**config.mk**
```make
export PLATFORM = sky130hd
export DESIGN_NAME = procyon_wb_arbiter
export DESIGN_NICKNAME = d
export VERILOG_FILES = /design/src/rtl/procyon_wb_pkg.sv /design/src/rtl/procyon_wb_watchdog.sv /design/src/rtl/procyon_wb_arbiter.sv
export SDC_FILE = /design/constraint.sdc
export NUM_CORES = 1
export LEC_CHECK = 0
export ABC_AREA = 1
export CORE_AREA = 10 10 120 122
export CTS_CLUSTER_SIZE = 14
export DETAILED_ROUTE_END_ITERATION = 16
export DIE_AREA = 0 0 130 132
export PLACE_DENSITY = 0.69
export SETUP_SLACK_MARGIN = 0.5
export SLEW_MARGIN = 30
export SYNTH_ARGS = -nofsm -noshare
export SYNTH_HDL_FRONTEND = slang
export SYNTH_HIERARCHICAL = 1
export SYNTH_SLANG_ARGS = --single-unit
```
**constraint.sdc**
```tcl
create_clock -name i_wb_clk -period 2.8 [get_ports i_wb_clk]
set_clock_uncertainty 0.15 [all_clocks]
set_input_delay 0.56 -clock i_wb_clk [delete_from_list [all_inputs] [get_ports i_wb_clk]]
set_output_delay 0.56 -clock i_wb_clk [all_outputs]
set_load 0.005 [all_outputs]
```
**src/rtl/procyon_wb_pkg.sv**
```systemverilog
// Shared Wishbone definitions for the procyon arbiter: FSM state encoding,
// cycle-type-identifier constants and a state-to-grant decode helper.
package procyon_wb_pkg;

    typedef enum logic [1:0] {
        ARB_IDLE = 2'b00,
        ARB_M0   = 2'b01,
        ARB_M1   = 2'b10
    } arb_state_t;

    localparam logic [2:0] WB_CTI_CLASSIC = 3'b000;
    localparam logic [2:0] WB_CTI_INCR    = 3'b010;
    localparam logic [2:0] WB_CTI_END     = 3'b111;

    // One-hot owner vector for a given arbiter state (bit N = master N).
    function automatic logic [1:0] state_to_grant(input arb_state_t state);
        logic [1:0] grant;
        case (state)
            ARB_M0:  grant = 2'b01;
            ARB_M1:  grant = 2'b10;
            default: grant = 2'b00;
        endcase
        return grant;
    endfunction

endpackage

```
**src/rtl/procyon_wb_watchdog.sv**
```systemverilog
// Saturating bus-timeout counter. Counts cycles in which the owner strobes
// without an acknowledge; expired is high while the count sits at the last
// allowed value. A timeout of 0 disables the watchdog entirely.
module procyon_wb_watchdog #(
    parameter int unsigned OPTN_TIMEOUT_CYCLES = 64
) (
    input  logic clk,
    input  logic rst,
    input  logic clear,
    input  logic count_en,
    output logic expired
);

    localparam int unsigned CNT_W = (OPTN_TIMEOUT_CYCLES > 0) ? $clog2(OPTN_TIMEOUT_CYCLES + 1) : 1;
    localparam logic [CNT_W-1:0] CNT_MAX  = CNT_W'(OPTN_TIMEOUT_CYCLES);
    localparam logic [CNT_W-1:0] CNT_LAST = CNT_W'((OPTN_TIMEOUT_CYCLES > 0) ? (OPTN_TIMEOUT_CYCLES - 1) : 0);
    localparam logic             ENABLED  = (OPTN_TIMEOUT_CYCLES != 0) ? 1'b1 : 1'b0;

    logic [CNT_W-1:0] cnt_q;
    logic [CNT_W-1:0] cnt_d;
    logic             expired_q;
    logic             expired_d;

    // Next count: clear wins, otherwise increment up to the saturation point.
    always_comb begin
        cnt_d = cnt_q;
        if (clear) begin
            cnt_d = '0;
        end else if (count_en && (cnt_q < CNT_MAX)) begin
            cnt_d = cnt_q + CNT_W'(1);
        end else begin
            cnt_d = cnt_q;
        end
        expired_d = ENABLED & (cnt_d == CNT_LAST);
    end

    // Counter and registered expiry flag.
    always_ff @(posedge clk or posedge rst) begin
        if (rst) begin
            cnt_q     <= '0;
            expired_q <= 1'b0;
        end else begin
            cnt_q     <= cnt_d;
            expired_q <= expired_d;
        end
    end

    assign expired = expired_q;

endmodule

```
**src/rtl/procyon_wb_arbiter.sv**
```systemverilog
// Two-master, one-slave Wishbone arbiter. Registered round-robin grant on
// ties, ownership held for the whole cyc (bursts included), and a watchdog
// that aborts a transfer the slave never acknowledges.
module procyon_wb_arbiter
    import procyon_wb_pkg::*;
#(
    parameter int unsigned OPTN_WB_DATA_WIDTH  = 32,
    parameter int unsigned OPTN_WB_ADDR_WIDTH  = 32,
    parameter int unsigned OPTN_TIMEOUT_CYCLES = 64
) (
    input  logic                            i_wb_clk,
    input  logic                            i_wb_rst,

    input  logic                            i_m0_wb_cyc,
    input  logic                            i_m0_wb_stb,
    input  logic                            i_m0_wb_we,
    input  logic [2:0]                      i_m0_wb_cti,
    input  logic [1:0]                      i_m0_wb_bte,
    input  logic [OPTN_WB_DATA_WIDTH/8-1:0] i_m0_wb_sel,
    input  logic [OPTN_WB_ADDR_WIDTH-1:0]   i_m0_wb_addr,
    input  logic [OPTN_WB_DATA_WIDTH-1:0]   i_m0_wb_data,
    output logic [OPTN_WB_DATA_WIDTH-1:0]   o_m0_wb_data,
    output logic                            o_m0_wb_ack,
    output logic                            o_m0_wb_err,

    input  logic                            i_m1_wb_cyc,
    input  logic                            i_m1_wb_stb,
    input  logic                            i_m1_wb_we,
    input  logic [2:0]                      i_m1_wb_cti,
    input  logic [1:0]                      i_m1_wb_bte,
    input  logic [OPTN_WB_DATA_WIDTH/8-1:0] i_m1_wb_sel,
    input  logic [OPTN_WB_ADDR_WIDTH-1:0]   i_m1_wb_addr,
    input  logic [OPTN_WB_DATA_WIDTH-1:0]   i_m1_wb_data,
    output logic [OPTN_WB_DATA_WIDTH-1:0]   o_m1_wb_data,
    output logic                            o_m1_wb_ack,
    output logic                            o_m1_wb_err,

    output logic                            o_s_wb_cyc,
    output logic                            o_s_wb_stb,
    output logic                            o_s_wb_we,
    output logic [2:0]                      o_s_wb_cti,
    output logic [1:0]                      o_s_wb_bte,
    output logic [OPTN_WB_DATA_WIDTH/8-1:0] o_s_wb_sel,
    output logic [OPTN_WB_ADDR_WIDTH-1:0]   o_s_wb_addr,
    output logic [OPTN_WB_DATA_WIDTH-1:0]   o_s_wb_data,
    input  logic [OPTN_WB_DATA_WIDTH-1:0]   i_s_wb_data,
    input  logic                            i_s_wb_ack,

    output logic [1:0]                      o_grant
);

    arb_state_t state_q;
    arb_state_t state_d;
    logic       last_grant_q;   // 0: master 0 owned last, 1: master 1 owned last
    logic       last_grant_d;
    logic [1:0] grant_q;
    logic [1:0] grant_d;

    logic own_m0_s;
    logic own_m1_s;
    logic owned_s;
    logic own_stb_s;
    logic expired_s;
    logic timeout_s;
    logic wd_clear_s;
    logic wd_count_en_s;

    assign own_m0_s  = (state_q == ARB_M0);
    assign own_m1_s  = (state_q == ARB_M1);
    assign owned_s   = own_m0_s | own_m1_s;
    assign own_stb_s = (own_m0_s & i_m0_wb_stb) | (own_m1_s & i_m1_wb_stb);
    // An acknowledge in the same cycle as expiry completes the transfer normally.
    assign timeout_s = owned_s & expired_s & ~i_s_wb_ack;

    // Arbitration: pick an owner from idle, hold it while its cyc stays high.
    always_comb begin
        state_d      = state_q;
        last_grant_d = last_grant_q;
        case (state_q)
            ARB_IDLE: begin
                if (i_m0_wb_cyc && i_m1_wb_cyc) begin
                    state_d = last_grant_q ? ARB_M0 : ARB_M1;
                end else if (i_m0_wb_cyc) begin
                    state_d = ARB_M0;
                end else if (i_m1_wb_cyc) begin
                    state_d = ARB_M1;
                end else begin
                    state_d = ARB_IDLE;
                end
            end
            ARB_M0: begin
                if (timeout_s) begin
                    state_d      = ARB_IDLE;
                    last_grant_d = 1'b0;
                end else if (!i_m0_wb_cyc) begin
                    state_d      = i_m1_wb_cyc ? ARB_M1 : ARB_IDLE;
                    last_grant_d = 1'b0;
                end else begin
                    state_d = ARB_M0;
                end
            end
            ARB_M1: begin
                if (timeout_s) begin
                    state_d      = ARB_IDLE;
                    last_grant_d = 1'b1;
                end else if (!i_m1_wb_cyc) begin
                    state_d      = i_m0_wb_cyc ? ARB_M0 : ARB_IDLE;
                    last_grant_d = 1'b1;
                end else begin
                    state_d = ARB_M1;
                end
            end
            default: begin
                state_d = ARB_IDLE;
            end
        endcase
        grant_d = state_to_grant(state_d);
    end

    // Arbiter state, last owner and registered grant vector.
    always_ff @(posedge i_wb_clk or posedge i_wb_rst) begin
        if (i_wb_rst) begin
            state_q      <= ARB_IDLE;
            last_grant_q <= 1'b1;
            grant_q      <= 2'b00;
        end else begin
            state_q      <= state_d;
            last_grant_q <= last_grant_d;
            grant_q      <= grant_d;
        end
    end

    assign wd_clear_s    = ~owned_s | i_s_wb_ack | ~own_stb_s | (state_d != state_q);
    assign wd_count_en_s = owned_s & own_stb_s & ~i_s_wb_ack;

    procyon_wb_watchdog #(
        .OPTN_TIMEOUT_CYCLES (OPTN_TIMEOUT_CYCLES)
    ) u_watchdog (
        .clk      (i_wb_clk),
        .rst      (i_wb_rst),
        .clear    (wd_clear_s),
        .count_en (wd_count_en_s),
        .expired  (expired_s)
    );

    // Slave-side mux: pass the owner straight through, quiet bus otherwise.
    always_comb begin
        o_s_wb_cyc  = 1'b0;
        o_s_wb_stb  = 1'b0;
        o_s_wb_we   = 1'b0;
        o_s_wb_cti  = WB_CTI_CLASSIC;
        o_s_wb_bte  = 2'b00;
        o_s_wb_sel  = '0;
        o_s_wb_addr = '0;
        o_s_wb_data = '0;
        if (own_m0_s) begin
            o_s_wb_cyc  = i_m0_wb_cyc & ~timeout_s;
            o_s_wb_stb  = i_m0_wb_stb & ~timeout_s;
            o_s_wb_we   = i_m0_wb_we;
            o_s_wb_cti  = i_m0_wb_cti;
            o_s_wb_bte  = i_m0_wb_bte;
            o_s_wb_sel  = i_m0_wb_sel;
            o_s_wb_addr = i_m0_wb_addr;
            o_s_wb_data = i_m0_wb_data;
        end else if (own_m1_s) begin
            o_s_wb_cyc  = i_m1_wb_cyc & ~timeout_s;
            o_s_wb_stb  = i_m1_wb_stb & ~timeout_s;
            o_s_wb_we   = i_m1_wb_we;
            o_s_wb_cti  = i_m1_wb_cti;
            o_s_wb_bte  = i_m1_wb_bte;
            o_s_wb_sel  = i_m1_wb_sel;
            o_s_wb_addr = i_m1_wb_addr;
            o_s_wb_data = i_m1_wb_data;
        end else begin
            o_s_wb_cyc = 1'b0;
        end
    end

    assign o_m0_wb_data = i_s_wb_data;
    assign o_m1_wb_data = i_s_wb_data;
    assign o_m0_wb_ack  = own_m0_s & i_s_wb_ack;
    assign o_m1_wb_ack  = own_m1_s & i_s_wb_ack;
    assign o_m0_wb_err  = own_m0_s & timeout_s;
    assign o_m1_wb_err  = own_m1_s & timeout_s;
    assign o_grant      = grant_q;

endmodule
```
==> impl_results.md, run 1 <==
* Internal reg-to-reg setup slack at 300 ps
* Sequential cell area fraction in the yosys report at 13.3%
* DRT iter0 DRCs at 169
* CTS tree: done
* Critical Path Start: state_q[0]$_DFF_PP0_
* Core Box Area at 11900 sq um
* Pre-antenna DRT Iters at 4
* Power Total at 0.00506 W
* Grt total ovfl at 0
* Full die area at 17200 sq um
* Largest net degree at the start of global routing at 31
* Setup CP Type: reg2out
* Setup crit start kind: flip-flop
* Post-CTS Hold Buffers at 0
* Final min period at 2500 ps
* Worst r2r src: state_q[0]$_DFF_PP0_
* Hold Path Class: reg2reg
* Buffers on Ports at 236
* Synthesized area at 2450 sq um
* Commonest non-fill, non-tap cell in the layout: clkdlybuf4s50_1
* Crit end category: output port
* Drt via density at 4.57
* Vert. Die Dim at 132 microns
* Cell Rows at 40
* ANT cells at 0
* Max IR drop VDD at 0.478 mV
* Setup TNS at 0 ps
* Post-DP HPWL at 10.5 mm
* Clock slew at reported path FFs at 50 ps
* Worst-Margin Slew at 317 ps
* Max Fclk at 400 MHz
* Layout Utilization at 51.6%
* Max cap viols at 0
* Unrepaired setup endpoints after global routing: true
* Gr usage total at 17.0%
* Mapped Nets at 628
* Fraction of layout instances using a drive strength above 1 at 42.7%
* DR WL/cell at 20.6 microns
* Outcome: completed
* Critical path peak fanout at 5
* I/O pin total at 333
* LEAKAGE at 3.08 nW
* Post-synthesis instance total at 436
* Worst hold path startpoint: last_grant_q$_DFFE_PP1P_
* Number of H-tree levels at 1
* Final setup fails at 0
* Syn Area/Cell at 5.61 sq um
* Die width at 130 microns
* Gpl congestion at 0.843
* Skew-Pair Late Insertion Delay at 250 ps
* # DRC at 0
* Antenna violations before repair at 0
* Ys Warns at 6
* Fillers at 1114
* Yosys cell types at 25
* Max-slew headroom at 78.8%
* Area delta synth->final at 151%
* Detail Route Antenna Nets at 0
* Vias in the first global route at 3722
* Via count at 3776
* Worst EP required at 2090 ps
* Routed WL at 17.0 mm
* Fin crit share at 89.3%
* Commonest non-fill, non-tap cells in the layout: clkdlybuf4s50_1, nand2_1, buf_2
* Seq cells post-synth at 13
* Area of the multi-input gates at 1830 sq um
* Pwr Density at 822 nW/um^2
* Total CTS buffers at 3
* Starting Density at 20.5%
* Critical Path AT at 1790 ps
* Hold Vio Cnt, Final at 0
* Max-slew violations at 0
* Clk buf depth at 2
* Total clock sinks at 13
* First-pass GRT wire length at 22.9 mm
* Clock root buffer: clkbuf_16
* Seq. cell area at 327 sq um
* # nets final at 872
-- cells by family (layout without fill, tap and decap cells) --
kind of cell | after synthesis | count (layout) | share of synthesized area (%)
compound gates | 8 | 8 | 2.35
simple gates | 289 | 289 | 51.1
flops | 13 | 13 | 13.3
buf+inv | 121 | 364 | 30.6
fa+ha+maj | 5 | 5 | 2.56
-- Yosys cell counts --
library cell | count | area, sq um
nand4_1 | 1 | 6.26
buf_6 | 2 | 22.5
nor2_2 | 3 | 18.8
o21ai_1 | 1 | 5.00
clkbuf_1 | 4 | 15.0
o21bai_1 | 1 | 7.51
nand2_2 | 5 | 31.3
nand2_1 | 178 | 668
buf_2 | 14 | 70.1
nand3_4 | 1 | 17.5
dfrtp_1 | 12 | 300
ha_1 | 5 | 62.6
buf_4 | 70 | 526
dfstp_2 | 1 | 26.3
nand3_2 | 3 | 30.0
nor2_1 | 11 | 41.3
nand3b_1 | 1 | 7.51
nand3_1 | 86 | 430
inv_2 | 6 | 22.5
o21bai_2 | 1 | 11.3
a21oi_1 | 1 | 5.00
o21ai_0 | 2 | 10.0
o211a_1 | 1 | 10.0
a21oi_2 | 1 | 8.76
inv_1 | 25 | 93.8
-- worst max-delay path, stage by stage (launching register included) --
cell and delay (ps):
dfrtp_1 440, ha_4 210, buf_12 150, buf_6 120, buf_12 140, buf_16 140
buf_12 120, nand2_1 50, nand2_1 50, buf_2 130
-- routing by layer --
layer,global-route usage (%),routed length [microns],part of all wire [%],vias to the layer above
met5,0,0,0,-
met4,2.56,227,1.3,0
met3,6.88,1620,9.5,23
met2,28.6,8190,48,216
met1,20.1,6970,41,1736
li1,-,-,-,1801
-- flip-flops by register name (all words and copies together), names as in the netlist --
register,cells
o_grant,2
u_watchdog/expired,1
state_q,2
u_watchdog/cnt_q,7
last_grant_q,1
-- per-stage QoR --
step           worst slack, ps  cell area (sq um)  hold slack [ps]  cells
6_report                   299               6150              353    826
3_5_place_dp              44.6               4470              342    738
2_1_floorplan              645               2450              188    436
3_3_place_gp              79.9               4470              328    738
4_1_cts                    361               5440              340    799
5_1_grt                    141               6150              367    826
-- worst paths after layout --
kind / to / cells after the start
max in group asynchronous: u_watchdog/cnt_q[2]$_DFF_PP0_ / 2
worst min-delay path: last_grant_q$_DFFE_PP1P_ / 2
worst max-delay path: o_s_wb_cti[0] / 9
worst min register to register: last_grant_q$_DFFE_PP1P_ / 2
worst max register to register: u_watchdog/expired$_DFF_PP0_ / 18
min in group asynchronous: o_grant[1]$_DFF_PP0_ / 2
-- layout make-up --
class                      instances  share of cell area [%]
timing repair buffer             329                    58.4
multi-input combinational        302                    29.8
sequential                        13                    5.31
tap                              147                    2.99
inverter                          31                    2.20
clock buffer                       4                    1.28
-- power breakdown --
part	switching (W)	total (W)	leakage [nW]	internal [W]
combinational	0.00195	0.00453	2.87	0.00258
clock	0.0000846	0.000277	0.0382	0.000193
sequential	0.0000263	0.000249	0.174	0.000223
total	0.00206	0.00506	3.08	0.00300
-- timing repair --
action	CTS	global route
pin swaps	22	25
setup endpoints to repair	82	82
gates resized for setup	387	119
buffers inserted	44	16
cloned	13	11
endpoints found under the hold margin	0	0
No activity file was read; power rests on OpenSTA's default activity.
==> inputs of run 2 (changes only) <==
Settings changed: CELL_PAD_IN_SITES_DETAIL_PLACEMENT set to 1, CELL_PAD_IN_SITES_GLOBAL_PLACEMENT set to 1, CORE_AREA 10 10 120 122 to unset, CORE_MARGIN set to 10, CORE_UTILIZATION set to 14, DIE_AREA 0 0 130 132 to unset, PLACE_DENSITY 0.69 to unset, PLACE_DENSITY_LB_ADDON set to 0.1, RECOVER_POWER set to 50.
==> run 2 against run 1 <==
Net effect:
- register-to-register slack gained 50 ps
- global-route usage down 2.4 points
- combinational power increased by 7.9%
- routed wire length is 9.4% higher
- critical path type unchanged
- largest cell class unchanged
- largest power group unchanged
- highest routed layer unchanged
==> impl_results.md, run 2 (synthesis gave the netlist of run 1 again) <==
* PnR worst setup slack at 239 ps
* Unrepaired setup endpoints after global routing: true
* End of the worst hold path: last_grant_q$_DFFE_PP1P_
* Internal reg-to-reg setup slack at 350 ps
* Cell Rows at 48
* Drt via density at 4.07
* I/O pin total at 333
* Max IR drop VDD at 0.375 mV
* Max Fclk at 390 MHz
* Routed WL at 18.6 mm
* Worst-Margin Slew at 343 ps
* Layout Cells excl Fill at 934
* Worst hold path startpoint: last_grant_q$_DFFE_PP1P_
* Gpl congestion at 0.742
* Setup CP Type: reg2out
* Reg2reg end: u_watchdog/expired$_DFF_PP0_
* Core Box Area at 17200 sq um
* Post-DP HPWL at 12.1 mm
* Pwr Density at 821 nW/um^2
* Hold Path Class: reg2reg
* Buffers on Ports at 236
* Final setup fails at 0
* Outcome: completed
* Length in cells of the worst reg-to-reg path at 18
* Placed cell area at 4650 sq um
* Max-slew violations at 0
* Critical Path AT at 1850 ps
* Vert. Die Dim at 152 microns
* WHS Path Cells at 2
* Post-CTS Hold Buffers at 0
* Setup crit start kind: flip-flop
* Clk buf depth at 2
* Pre-CTS setup slack at 51.0 ps
* Layout Utilization at 38.2%
* Worst r2r src: state_q[0]$_DFF_PP0_
* Max-slew headroom at 77.1%
* Crit end category: output port
* LEAKAGE at 3.24 nW
* Hold Vio Cnt, Final at 0
* Setup TNS at 0 ps
* Detail Route Antenna Nets at 0
* Vias in the first global route at 3953
* Max reg flops at 7
* Total clock sinks at 13
* Die width at 152 microns
* Area delta synth->final at 169%
* ANT cells at 0
* First-pass GRT wire length at 26.7 mm
* Design area at 6580 sq um
* DRT iter0 DRCs at 80
* DR WL/cell at 19.9 microns
* Clock root buffer: clkbuf_16
* Via count at 3803
* Total CTS buffers at 3
* # DRC at 0
* Max cap viols at 0
* Antenna violations before repair at 0
* Starting Density at 14.2%
* Commonest non-fill, non-tap cell in the layout: clkdlybuf4s50_1
* Dpl cells at 823
* Commonest non-fill, non-tap cells in the layout: clkdlybuf4s50_1, nand2_1, buf_2
* Full die area at 23200 sq um
* Top reg by flops: u_watchdog/cnt_q
* Worst EP required at 2090 ps
* Number of H-tree levels at 1
* Fraction of layout instances using a drive strength above 1 at 48.2%
* Largest net degree at the start of global routing at 14
* Critical path peak fanout at 5
* Pre-antenna DRT Iters at 4
* Fin crit share at 91.5%
* Skew-Pair Late Insertion Delay at 240 ps
* Final min period at 2560 ps
* CTS tree: done
* # nets final at 902
* Grt total ovfl at 0
* Gr usage total at 14.7%
* Clock slew at reported path FFs at 40 ps
[run 2: cell count changes in the layout (fill, tap and decap cells not counted), sizes merged]
| cell | change |
|---|---|
| buf | +43 |
| clkbuf | -9 |
| clkdlybuf4s50 | -5 |
| clkdlybuf4s15 | -3 |
| dlygate4sd3 | +3 |
| dlymetal6s2s | +2 |
| bufbuf | -1 |
| clkinv | +1 |
| inv | -1 |
[run 2: power breakdown]
part           total [W]  internal, W  switching, W
sequential      0.000246     0.000223     0.0000236
clock           0.000266     0.000192     0.0000746
combinational    0.00489      0.00280       0.00208
total            0.00540      0.00322       0.00218
[run 2: per-layer routing]
| metal | GRT usage (%) | vias up | part of all wire [%] |
|---|---|---|---|
| li1 | - | 1853 | - |
| met1 | 16.3 | 1792 | 38 |
| met2 | 27.8 | 132 | 55 |
| met5 | 0 | - | 0 |
| met3 | 3.25 | 26 | 5.6 |
| met4 | 2.66 | 0 | 1.3 |
[run 2: worst max-delay path, cell delays in order, from the launching register on]
cell	delay [ps]
dfrtp_1	470
inv_4	80
ha_4	180
buf_12	130
buf_6	120
buf_16	130
buf_8	130
buf_4	130
nand3_2	70
nand2_2	70
buf_6	120
[run 2: layout make-up]
class	count	area (sq um)
Clock buffer	4	78.8
Fill cell	2048	10700
Inverter	31	148
Multi-Input combinational cell	302	1930
Sequential cell	13	327
Tap cell	225	282
Timing Repair Buffer	359	3810
[run 2: worst max-delay path by stage]
| stage | startpoint | to | slack (ps) | cells after the start |
|---|---|---|---|---|
| 3_5_place_dp | i_s_wb_ack | o_s_wb_stb | 50 | 6 |
| 5_1_grt | state_q[0]$_DFF_PP0_ | u_watchdog/expired$_DFF_PP0_ | 120 | 18 |
| 6_report | state_q[0]$_DFF_PP0_ | o_s_wb_data[20] | 240 | 10 |
| 4_1_cts | state_q[1]$_DFF_PP0_ | o_s_wb_stb | 320 | 7 |
| 3_3_place_gp | i_s_wb_ack | o_s_wb_cyc | 60 | 6 |
| 2_1_floorplan | state_q[1]$_DFF_PP0_ | u_watchdog/expired$_DFF_PP0_ | 640 | 16 |
[run 2: what timing repair did]
action,in CTS,in global routing
endpoints found under the setup margin,85,85
setup buffers,66,24
cloned,13,4
resized for setup,429,139
pin swaps,26,51
[run 2: metrics by stage]
stage	hold WS (ps)	total power [W]
global placement	339	0.00293
floorplan	188	0.00139
finish	353	0.00540
global route	394	0.00578
detailed placement	348	0.00296
CTS	359	0.00466
==> variant 1, RTL diff (flow settings as in run 1) <==
Re-encode `arb_state_t` (3 states) as one-hot, 3 bits wide.
--- a/src/rtl/procyon_wb_pkg.sv
+++ b/src/rtl/procyon_wb_pkg.sv
@@ -4,6 +4,6 @@
 
-    typedef enum logic [1:0] {
-        ARB_IDLE = 2'b00,
-        ARB_M0   = 2'b01,
-        ARB_M1   = 2'b10
+    typedef enum logic [2:0] {
+        ARB_IDLE = 3'b001,
+        ARB_M0   = 3'b010,
+        ARB_M1   = 3'b100
     } arb_state_t;
Formal check against the unedited RTL: no difference found for any inputs over 10 cycles, from zero or initial values and one cycle with i_wb_rst high; not proved beyond that.
==> variant 1 against run 1 <==
First-iteration DRC count fell by 4.7%. Routed wire length fell by 13%. Critical endpoint is now o_s_wb_data[25]. Synthesized cell count fell by 37%. Sequential cell count rose by 1. Area after synthesis fell by 16%. Setup slack improved by 35 ps. Die area did not move. Cell area fell by 23%.
Power is not compared: it rests on default switching activity, and its combinational part moved more than twofold at a synthesized area within 25%.
==> variant 1: results (changes against run 1) <==
{
  "global_route": {
    "grt_max_degree": {"value": 21, "change": "-32%"},
    "grt_use_met3": {"value": 0.05149, "change": "-0.01730"},
    "first_pass_grt_wire_length": {"value": 20.58, "unit": "mm", "change": "-10%"},
    "grt_util_met1": {"value": 0.1767, "change": "-0.02401"}
  },
  "worst_setup_path": {
    "timing.critical_path.arrival": {"value": 1760, "unit": "ps", "change": "-30 ps"},
    "ff2ff_setup_slack": {"value": 500, "unit": "ps", "change": "+200 ps"},
    "critical_path_peak_fanout": {"value": 6, "change": "+1"},
    "critPathCapture": "o_s_wb_data[25]",
    "max_stage_delay": {"value": 530, "unit": "ps", "change": "+90 ps"},
    "reg2reg_path_depth": {"value": 17, "change": "-1"}
  },
  "synth": {
    "cell_area_after_synthesis": {"value": 0.002066, "unit": "mm²", "change": "-16%"},
    "synthDistinctLibCells": {"value": 23, "change": "-8.0%"},
    "synth-compound-area-share": {"value": 0.3356, "change": "+0.3120"},
    "synth_adder_area_share": {"value": 0.006057, "change": "-0.01951"},
    "ys_seq_area_frac": {"value": 0.1708, "change": "+0.03737"},
    "synthTopCellsByCount": "sky130_fd_sc_hd__a22o_1 (74), sky130_fd_sc_hd__buf_4 (71), sky130_fd_sc_hd__nand2_1 (32), sky130_fd_sc_hd__inv_1 (21), sky130_fd_sc_hd__nand3_1 (17)",
    "syn_nets": {"value": 462, "change": "-26%"}
  },
  "cells_and_area": {
    "multi_input_gate_share_of_total_cell_area": {"value": 0.2419, "change": "-0.05602"},
    "n_fill_cell": {"value": 1183, "change": "+6.2%"},
    "non_clock_inverter_instance_count_of_the_final_layout": {"value": 25, "change": "-19%"},
    "final_nets": {"value": 672, "change": "-23%"},
    "fin_area": {"value": 0.004753, "unit": "mm²", "change": "-23%"},
    "final_layout_size_suffix_gt1_frac": {"value": 0.3354, "change": "-0.09169"}
  },
  "detailed_routing": {
    "initialDrtViolationCount": {"value": 161, "change": "-4.7%"},
    "detail_route.first_pass.iterations": {"value": 6, "change": "+2"},
    "drt-met1-wl": {"value": 5.467, "unit": "mm", "change": "-22%"},
    "routed-wl-met2": {"value": 7.583, "unit": "mm", "change": "-7.4%"},
    "dr_wl_met3": {"value": 1.536, "unit": "mm", "change": "-5.2%"}
  },
  "clocking": {
    "cts_resized": {"value": 338, "change": "-13%"}
  },
  "timing": {
    "layout_setup_ws": {"value": 334.0, "unit": "ps", "change": "+35.45 ps"}
  },
  "placement": {
    "dpl.cell_count": {"value": 586, "change": "-21%"},
    "pre_cts_ws": {"value": 8.031, "unit": "ps", "change": "-36.54 ps"},
    "hpwlAfterDp": {"value": 10.95, "unit": "mm", "change": "+4.1%"}
  },
  "run_status": {
    "outcome": "complete, no violations"
  }
}
==> variant 1: changes by cell type after synthesis, sizes merged, moves of 2 or more <==
cell    before  now
buf         86   80
nand3       90   19
inv         31   25
clkbuf       4    0
a22o         0   74
ha           5    1
nand2      183   33
nor2        14   19
o21ai        3    1
==> variant 1: cells by family (layout without fill, tap and decap cells) <==
logic type	count (synthesis)	after routing
AO/OA/AOI/OAI	80	80
adder cells (fa/ha/maj)	1	1
buffers and inverters	105	314
flip-flops	14	14
AND/OR/NAND/NOR	74	74
==> variant 1: power by group through the flow <==
stage	clock network, W	logic, W	registers [W]
floorplan	0	0.000673	0.000284
global placement	0	0.00154	0.000287
detailed placement	0	0.00155	0.000287
CTS	0.000304	0.00195	0.000284
global route	0.000309	0.00216	0.000291
finish	0.000297	0.00203	0.000285
==> variant 2, RTL diff (flow settings as in run 1) <==
Made on the original files. Change the parameter `OPTN_WB_ADDR_WIDTH` from 32 to 36.
--- a/src/rtl/procyon_wb_arbiter.sv
+++ b/src/rtl/procyon_wb_arbiter.sv
@@ -7,3 +7,3 @@
     parameter int unsigned OPTN_WB_DATA_WIDTH  = 32,
-    parameter int unsigned OPTN_WB_ADDR_WIDTH  = 32,
+    parameter int unsigned OPTN_WB_ADDR_WIDTH  = 36,
     parameter int unsigned OPTN_TIMEOUT_CYCLES = 64
Interface: changed (resized i_m0_wb_addr, i_m1_wb_addr and o_s_wb_addr); port bits go from 333 to 345. The function was not compared with the original's and may differ.
==> variant 2 against run 1 <==
Total power rose by 4.4%. Core utilization rose by 1.2 points. Area after synthesis fell by 0.36%. Cell area rose by 2.2%. Setup slack got worse by 62 ps. Sequential cell count did not move. Global-route usage rose by 1.5 points. Routed wire length rose by 4.7%. Largest cell class unchanged. Highest routed layer unchanged.
==> variant 2: results (changes against run 1) <==
{
  "worst_setup_path": {
    "slowest_stage": "sky130_fd_sc_hd__dfrtp_2",
    "critPathCapture": "u_watchdog/expired",
    "critical_path.top_delay_family": "simple AND/OR/NAND/NOR gates",
    "max_stage_delay": {"value": 420, "unit": "ps", "change": "-20 ps"},
    "reg2reg_path_depth": {"value": 17, "change": "-1"}
  },
  "cells_and_area": {
    "layoutNonFillerInstCount": {"value": 861, "change": "+4.2%"}
  },
  "power": {
    "cellInternalPower": {"value": 0.003071, "unit": "W", "change": "+2.5%"},
    "clkPwrFrac": {"value": 0.052, "change": "-0.003"},
    "pwr-share-comb": {"value": 0.901, "change": "+0.005"},
    "p_leak": {"value": 3.184, "unit": "nW", "change": "+3.3%"},
    "max_ir_drop_vdd": {"value": 0.0003151, "unit": "V", "change": "-34%"}
  },
  "placement": {
    "hpwlAfterDp": {"value": 11.20, "unit": "mm", "change": "+6.5%"},
    "pre_cts_ws": {"value": 1.227, "unit": "ps", "change": "-43.34 ps"},
    "dpl.cell_count": {"value": 768, "change": "+4.1%"},
    "io_buf_count": {"value": 248, "change": "+5.1%"},
    "dpl-instance-area": {"value": 0.004703, "unit": "mm²", "change": "+5.2%"}
  },
  "detailed_routing": {
    "vias": {"value": 3853, "change": "+2.0%"},
    "dr_wl_met3": {"value": 1.695, "unit": "mm", "change": "+4.6%"},
    "routed-wl-met2": {"value": 9.189, "unit": "mm", "change": "+12%"},
    "drt-met1-wl": {"value": 6.636, "unit": "mm", "change": "-4.8%"}
  },
  "synth": {
    "syn_nets": {"value": 646, "change": "+2.9%"},
    "ys_seq_area_frac": {"value": 0.1339, "change": "+0.0004792"},
    "synth.area.top_cells": "sky130_fd_sc_hd__nand2_1 (29%), sky130_fd_sc_hd__buf_4 (20%), sky130_fd_sc_hd__nand3_1 (19%)"
  },
  "global_route": {
    "globalRouteTotalUtil": {"value": 0.1855, "change": "+0.01518"}
  },
  "timing": {
    "max_slew.worst_pin.slew": {"value": 344.0, "unit": "ps", "change": "+26.87 ps"}
  },
  "run_status": {
    "outcome": "complete, no violations"
  }
}
==> variant 2: cell types whose count changed in the layout (fill, tap and decap cells not counted), sizes merged <==
cell	delta
clkdlybuf4s50	+8
inv	+3
dlymetal6s2s	+1
buf	+26
nand3	+5
clkdlybuf4s15	-3
clkbuf	-11
nand2	+6
==> variant 2: how the worst min path moves through the flow <==
stage / slack (ps) / startpoint / cells after the start / to
after global placement: 320 / last_grant_q / 2 / last_grant_q
final: 320 / last_grant_q / 2 / last_grant_q
after global routing: 340 / last_grant_q / 2 / last_grant_q
after CTS: 320 / last_grant_q / 2 / last_grant_q
after floorplan: 190 / i_wb_rst / 1 / o_grant[0]
after detailed placement: 320 / last_grant_q / 2 / last_grant_q
==> variant 2: area by class of cell <==
class | instances | area, µm² | area share
Clock buffer | 4 | 78.83 | 0.01254
Tap cell | 147 | 183.9 | 0.02926
Multi-Input combinational cell | 313 | 1849 | 0.2942
Timing Repair inverter | 4 | 50.05 | 0.007962
Timing Repair Buffer | 350 | 3657 | 0.5818
Sequential cell | 13 | 327.8 | 0.05215
Inverter | 30 | 138.9 | 0.02209
==> variant 2: logic make-up (layout without fill, tap and decap cells) <==
logic type	count (synthesis)	count (layout)	synth area share
compound gates	8	8	0.02206
fa+ha+maj	5	5	0.02565
buf+inv	120	388	0.2919
flops	13	13	0.1339
simple gates	300	300	0.5264
==> variant 2: what timing repair did <==
item | in CTS | in global routing
setup buffers | 45 | 22
setup endpoints to repair | 90 | 89
resized for setup | 383 | 132
pin swaps | 12 | 43
gates cloned | 21 | 1
==> variant 2: layer usage <==
| layer | track usage | up-vias |
|---|---|---|
| met3 | 0.06999 | 22 |
| met5 | 0 | - |
| met2 | 0.3219 | 172 |
| met4 | 0.03938 | 0 |
| li1 | - | 1888 |
| met1 | 0.2085 | 1771 |
